--- src/rtl/seq_divider_8by4_pkg.sv ---
// Shared constants and FSM state type for the 8b/4b sequential restoring divider.
package seq_divider_8by4_pkg;

    localparam int unsigned DW = 8;
    localparam int unsigned VW = 4;
    localparam int unsigned CW = $clog2(DW + 1);

    typedef enum logic [1:0] {
        StIdle,
        StRun,
        StDone
    } state_e;

endpackage

--- src/rtl/seq_divider_8by4_if.sv ---
// Operand/result valid-ready bundle between a requester (master) and the divider (slave).
interface seq_divider_8by4_if;
    import seq_divider_8by4_pkg::*;

    logic          in_valid;
    logic          in_ready;
    logic [DW-1:0] dividend;
    logic [VW-1:0] divisor;
    logic          out_valid;
    logic          out_ready;
    logic [DW-1:0] quotient;
    logic [VW-1:0] remainder;
    logic          div_by_zero;

    modport master (
        output in_valid, dividend, divisor, out_ready,
        input  in_ready, out_valid, quotient, remainder, div_by_zero
    );

    modport slave (
        input  in_valid, dividend, divisor, out_ready,
        output in_ready, out_valid, quotient, remainder, div_by_zero
    );

endinterface

--- src/rtl/seq_divider_8by4_trial.sv ---
// Trial subtractor a - b computed as a + ~b + 1 through a Kogge-Stone prefix carry network.
module seq_divider_8by4_trial #(
    parameter int unsigned W = 5
) (
    input  logic [W-1:0] a_i,
    input  logic [W-1:0] b_i,
    output logic [W-1:0] diff_o,
    output logic         borrow_o
);

    localparam int unsigned Levels = $clog2(W);

    logic [W-1:0] nb;
    logic [W-1:0] p_bit;
    logic [W-1:0] g [Levels+1];
    logic [W-1:0] p [Levels+1];

    assign nb    = ~b_i;
    assign p_bit = a_i ^ nb;
    // Carry-in of 1 is folded into bit 0's generate, so every group ending at bit 0 is a carry.
    assign g[0]  = (a_i & nb) | {{(W-1){1'b0}}, p_bit[0]};
    assign p[0]  = p_bit;

    for (genvar l = 0; l < Levels; l++) begin : g_level
        localparam int unsigned D = 2 ** l;
        for (genvar i = 0; i < W; i++) begin : g_bit
            if (i >= D) begin : g_cell
                // Black cell where the span stays above bit 0, grey otherwise (its P is dead).
                assign g[l+1][i] = g[l][i] | (p[l][i] & g[l][i-D]);
                assign p[l+1][i] = p[l][i] & p[l][i-D];
            end else begin : g_pass
                assign g[l+1][i] = g[l][i];
                assign p[l+1][i] = p[l][i];
            end
        end
    end

    assign diff_o   = p_bit ^ {g[Levels][W-2:0], 1'b1};
    assign borrow_o = ~g[Levels][W-1];

endmodule

--- src/rtl/seq_divider_8by4.sv ---
// Restoring divider: one quotient bit per clock, valid/ready on both operand and result sides.
module seq_divider_8by4
    import seq_divider_8by4_pkg::*;
(
    input  logic               clk_i,
    input  logic               rst_i,
    seq_divider_8by4_if.slave  bus
);

    state_e        state_q;
    logic [CW-1:0] count_q;
    logic [DW-1:0] dvd_q;
    logic [DW-1:0] quot_q;
    logic [VW-1:0] dvs_q;
    logic [VW:0]   rem_q;
    logic          in_ready_q;
    logic          out_valid_q;
    logic          dbz_q;
    logic [DW-1:0] quotient_q;
    logic [VW-1:0] remainder_q;

    logic [VW:0]   rem_shift;
    logic [VW:0]   trial_diff;
    logic          trial_borrow;
    logic [VW:0]   rem_d;
    logic [DW-1:0] quot_d;

    always_comb begin
        rem_shift = {rem_q[VW-1:0], dvd_q[DW-1]};
        rem_d     = trial_borrow ? rem_shift : trial_diff;
        quot_d    = {quot_q[DW-2:0], ~trial_borrow};
    end

    seq_divider_8by4_trial #(
        .W (VW + 1)
    ) u_trial (
        .a_i      (rem_shift),
        .b_i      ({1'b0, dvs_q}),
        .diff_o   (trial_diff),
        .borrow_o (trial_borrow)
    );

    always_ff @(posedge clk_i) begin
        if (rst_i) begin
            state_q     <= StIdle;
            count_q     <= '0;
            dvd_q       <= '0;
            quot_q      <= '0;
            dvs_q       <= '0;
            rem_q       <= '0;
            in_ready_q  <= 1'b1;
            out_valid_q <= 1'b0;
            dbz_q       <= 1'b0;
            quotient_q  <= '0;
            remainder_q <= '0;
        end else begin
            unique case (state_q)
                StIdle: begin
                    if (bus.in_valid) begin
                        dvd_q      <= bus.dividend;
                        dvs_q      <= bus.divisor;
                        rem_q      <= '0;
                        quot_q     <= '0;
                        in_ready_q <= 1'b0;
                        if (bus.divisor == '0) begin
                            state_q     <= StDone;
                            out_valid_q <= 1'b1;
                            quotient_q  <= '1;
                            remainder_q <= '0;
                            dbz_q       <= 1'b1;
                        end else begin
                            state_q <= StRun;
                            count_q <= CW'(DW);
                            dbz_q   <= 1'b0;
                        end
                    end
                end
                StRun: begin
                    rem_q   <= rem_d;
                    quot_q  <= quot_d;
                    dvd_q   <= dvd_q << 1;
                    count_q <= count_q - 1'b1;
                    if (count_q == CW'(1)) begin
                        state_q     <= StDone;
                        out_valid_q <= 1'b1;
                        quotient_q  <= quot_d;
                        remainder_q <= rem_d[VW-1:0];
                    end
                end
                StDone: begin
                    if (bus.out_ready) begin
                        state_q     <= StIdle;
                        out_valid_q <= 1'b0;
                        in_ready_q  <= 1'b1;
                    end
                end
                default: state_q <= StIdle;
            endcase
        end
    end

    assign bus.in_ready    = in_ready_q;
    assign bus.out_valid   = out_valid_q;
    assign bus.quotient    = quotient_q;
    assign bus.remainder   = remainder_q;
    assign bus.div_by_zero = dbz_q;

endmodule

--- src/flat_wrapper.sv ---
// flat-port wrapper written by rule: the top's interface ports become plain ports
module seq_divider_8by4_flat import seq_divider_8by4_pkg::*;
  (clk_i, rst_i, bus_in_valid, bus_dividend, bus_divisor, bus_out_ready, bus_in_ready, bus_out_valid, bus_quotient, bus_remainder, bus_div_by_zero);
  seq_divider_8by4_if bus_i ();
  input  logic clk_i;
  input  logic rst_i;
  input wire logic [$bits(bus_i.in_valid)-1:0] bus_in_valid;
  input wire logic [$bits(bus_i.dividend)-1:0] bus_dividend;
  input wire logic [$bits(bus_i.divisor)-1:0] bus_divisor;
  input wire logic [$bits(bus_i.out_ready)-1:0] bus_out_ready;
  output wire logic [$bits(bus_i.in_ready)-1:0] bus_in_ready;
  output wire logic [$bits(bus_i.out_valid)-1:0] bus_out_valid;
  output wire logic [$bits(bus_i.quotient)-1:0] bus_quotient;
  output wire logic [$bits(bus_i.remainder)-1:0] bus_remainder;
  output wire logic [$bits(bus_i.div_by_zero)-1:0] bus_div_by_zero;
  assign bus_i.in_valid = bus_in_valid;
  assign bus_i.dividend = bus_dividend;
  assign bus_i.divisor = bus_divisor;
  assign bus_i.out_ready = bus_out_ready;
  assign bus_in_ready = bus_i.in_ready;
  assign bus_out_valid = bus_i.out_valid;
  assign bus_quotient = bus_i.quotient;
  assign bus_remainder = bus_i.remainder;
  assign bus_div_by_zero = bus_i.div_by_zero;
  seq_divider_8by4 u_core (.clk_i(clk_i), .rst_i(rst_i), .bus(bus_i));
endmodule
--- config.mk ---
export PLATFORM = sky130hd
export DESIGN_NAME = seq_divider_8by4_flat
export DESIGN_NICKNAME = d
export VERILOG_FILES = /design/src/rtl/seq_divider_8by4_pkg.sv /design/src/rtl/seq_divider_8by4_if.sv /design/src/rtl/seq_divider_8by4_trial.sv /design/src/rtl/seq_divider_8by4.sv /design/src/flat_wrapper.sv
export SDC_FILE = /design/constraint.sdc
export NUM_CORES = 1
export LEC_CHECK = 0
export CORE_MARGIN = 1
export CORE_UTILIZATION = 57
export DETAILED_ROUTE_END_ITERATION = 8
export PLACE_DENSITY = 0.83
export SYNTH_ARGS = -nofsm -noshare
export SYNTH_HDL_FRONTEND = slang
export SYNTH_SLANG_ARGS = --single-unit
--- constraint.sdc ---
create_clock -name clk_i -period 3.8 [get_ports clk_i]
set_input_delay 0.76 -clock clk_i [delete_from_list [all_inputs] [get_ports clk_i]]
set_output_delay 0.76 -clock clk_i [all_outputs]
set_load 0.01 [all_outputs]
==> flow_metrics.py <==
metrics = {
    "detailed_routing": {
        "vias": 1644,
        "wl_per_cell_um": 13.4,
        "drc": 0,
        "dr.first_iter.drc_count": 55,
        "drt_wl_total_mm": 3.99,
        "detail-route-antenna-nets": 0,
        "viasPerCell": 5.52,
        "dr.pass1.iters": 4,
    },
    "grt": {
        "grt_usage": 0.237,
        "overflow": 0,
        "grt_pass1_wl_mm": 6.39,
        "grt_max_degree": 29,
        "grt_pass1_vias": 1489,
        "antenna_found_initial": 0,
    },
    "cells_and_area": {
        "fin_area_mm2": 0.00233,
        "regArea_um2": 881,
        "nets": 275,
        "antenna_cells": 0,
        "n_fill_cell": 294,
        "multi_input_area_um2": 991,
        "layout-drive-gt1-share": 0.0675,
        "syn_to_final_growth_pct": 17.4,
        "fin_cells": 298,
    },
    "critical_path": {
        "r2r_start": "u_core.dvs_q[1]",
        "cp-end-kind": "flop",
        "worstPathRequired_ns": 4.01,
        "reg2reg_slack_ns": 1.86,
        "critPathKind": "in2reg",
        "critPathLaunchType": "primary input",
        "path_max_fanout": 18,
        "arrival_ns": 2.51,
        "reg2reg_to": "u_core.rem_q[0]",
        "worst-r2r-cell-count": 7,
        "crit_start": "bus_divisor[0]",
        "cp-endpoint": "u_core.bus.quotient[0]",
    },
    "sta": {
        "setup_viol_count_final": 0,
        "fmax_ghz": 0.435,
        "period_needed_ns": 2.30,
        "worst_slew_pin_slew_ns": 0.869,
        "hold_viol": 0,
        "fin_crit_sh": 0.605,
        "drv_slew": 0,
        "rsz0062_at_grt": "no",
        "clock_skew_ns": 0.00768,
        "setup_tns_ns": 0,
        "max_slew_margin": 0.419,
    },
    "clock_tree": {
        "cts_setup_buffers": 0,
        "cts.sinks": 44,
        "clockBufferDepth": 2,
        "clock-root-buffer": "clkbuf_4",
        "cts_resized": 0,
        "numCtsBuffers": 5,
        "hold_buffers": 0,
        "clkTransAtPathRegs_ns": 0.12,
        "cts_tree": "done",
        "htreeDepth": 2,
        "clock_latency_ns": 0.36,
    },
    "synth": {
        "synth_edf_count": 0,
        "seq_area_frac_synth": 0.444,
        "synth-main-ff-cell": "dfxtp_1",
        "ys_top_cells_by_count": "dfxtp_1 (44), nand2_1 (30), nor2_1 (28), a21oi_1 (17), o21ai_0 (13)",
        "synthesis.instances": 227,
        "yosysWarningCount": 0,
        "synth_seq_cells": 44,
        "syn_nets": 250,
        "synth_area_mm2": 0.00198,
        "synthTopCellsByArea": "dfxtp_1 (44%), nand2_1 (5.7%), nor2_1 (5.3%)",
        "yosysTopAreaCell": "dfxtp_1",
        "synth_top_area_share": 0.444,
        "avgSynthCellArea_um2": 8.74,
        "synth_cell_type_count": 45,
        "async_flop_share": 0,
        "yosysMostFrequentCell": "dfxtp_1",
    },
    "floorplan": {
        "start_util": 0.594,
        "die_h_um": 61.0,
        "die_x_um": 61.0,
        "rows": 21,
        "dieArea_mm2": 0.00372,
        "ios": 31,
        "core_area_mm2": 0.00334,
    },
    "pwr": {
        "p_comb_frac": 0.224,
        "p_int_uw": 655,
        "clkPwrFrac": 0.223,
        "switching_share": 0.301,
        "p_sw_uw": 283,
        "p_seq_frac": 0.553,
        "irDropWorstVdd_mv": 0.265,
        "p_per_area_mw_per_mm2": 403,
        "totalPowerFinal_uw": 938,
        "leakage_nw": 0.843,
    },
    "placed_design": {
        "portBuffers": 30,
        "placed_cell_area_mm2": 0.00228,
        "place_congestion": 0.751,
        "dp.cells": 291,
        "dp_hpwl_mm": 2.78,
    },
    "run_status": {
        "status": "finished, final reports clean",
    },
    "min_path": {
        "min_path_type": "reg2reg",
    },
    "flow_run": {
        "cap_violations": 0,
    },
}
## critical path: stages
cell and delay, ns:
clkdlybuf4s50_1 0.50, nor4_4 0.35, a32oi_1 0.10, or2_1 0.47, nor3_1 0.27, nor3_1 0.06
## worst min path at each step
stage | startpoint | to | depth (start not counted) | slack [ns]
2_1_floorplan | u_core.rem_q[3] | u_core.rem_q[3] | 2 | 0.45
3_5_place_dp | u_core.bus.quotient[5] | u_core.bus.quotient[5] | 2 | 0.45
4_1_cts | u_core.bus.quotient[2] | u_core.bus.quotient[2] | 2 | 0.46
3_3_place_gp | u_core.bus.quotient[2] | u_core.bus.quotient[2] | 2 | 0.44
6_report | u_core.bus.quotient[2] | u_core.bus.quotient[2] | 2 | 0.46
5_1_grt | u_core.bus.quotient[1] | u_core.bus.quotient[1] | 2 | 0.49
## per-stage QoR
stage          utilization  hold WS, ns  setup WS (ns)
2_1_floorplan            -        0.445           1.94
3_3_place_gp         0.684        0.442           1.17
3_5_place_dp         0.684        0.445           1.13
5_1_grt              0.698        0.486           1.37
6_report             0.698        0.457           1.50
4_1_cts              0.698        0.465           1.52
## power by group through the flow
stage | registers [mW] | clock network (mW) | logic [mW]
floorplan | 0.523 | 0 | 0.151
global placement | 0.528 | 0 | 0.204
detailed placement | 0.528 | 0 | 0.210
CTS | 0.518 | 0.214 | 0.211
global route | 0.522 | 0.229 | 0.236
finish | 0.518 | 0.209 | 0.210
## cell usage in the layout, fill, tap and decap left out, types with 2 or more instances in the layout
cell             netlist  final
dfxtp_1               44     44
nand2_1               30     30
clkdlybuf4s50_1        0     30
nor2_1                28     28
a21oi_1               17     17
o21ai_0               13     13
a22oi_1                9      9
inv_1                  8      8
a311oi_1               7      7
ha_1                   6      6
mux2i_1                5      5
nand3b_1               5      5
clkbuf_4               0      5
o31ai_1                4      4
nor3_1                 4      4
buf_4                  1      3
nand2b_1               2      2
o21bai_1               2      2
nor2b_1                2      2
xnor2_1                2      2
## cells by family (layout without fill, tap and decap cells)
family,Yosys count,after routing,synth area share
XOR/XNOR,3,3,0.0133
multiplexers,5,5,0.0252
flip-flops,44,44,0.444
AO/OA/AOI/OAI,62,62,0.206
buffers and inverters,23,48,0.0562
AND/OR/NAND/NOR,83,83,0.207
adder cells (fa/ha/maj),7,7,0.0479
## cell type report
| cell class | instances | share of cell area |
|---|---|---|
| clock inverter | 1 | 0.00215 |
| sequential | 44 | 0.378 |
| multi-input combinational | 160 | 0.426 |
| tap | 46 | 0.0247 |
| clock buffer | 6 | 0.0177 |
| timing repair buffer | 33 | 0.139 |
| inverter | 8 | 0.0129 |
## metal layers
layer	vias up	global-route usage	routed length, um
li1	846	-	-
met3	6	0.0469	242
met1	751	0.299	1890
met2	41	0.392	1800
met4	0	0.104	57
met5	-	0	0
## sequential cells by signal (all words and copies together), names as in the netlist
register	cells
u_core.dvd_q	8
u_core.bus.remainder	4
u_core.dvs_q	4
u_core.bus.quotient	8
u_core.bus.out_valid	1
u_core.quot_q	7
u_core.state_q	2
u_core.bus.div_by_zero	1
u_core.count_q	4
u_core.rem_q	4
u_core.bus.in_ready	1
Power figures use the tool's default switching activity.
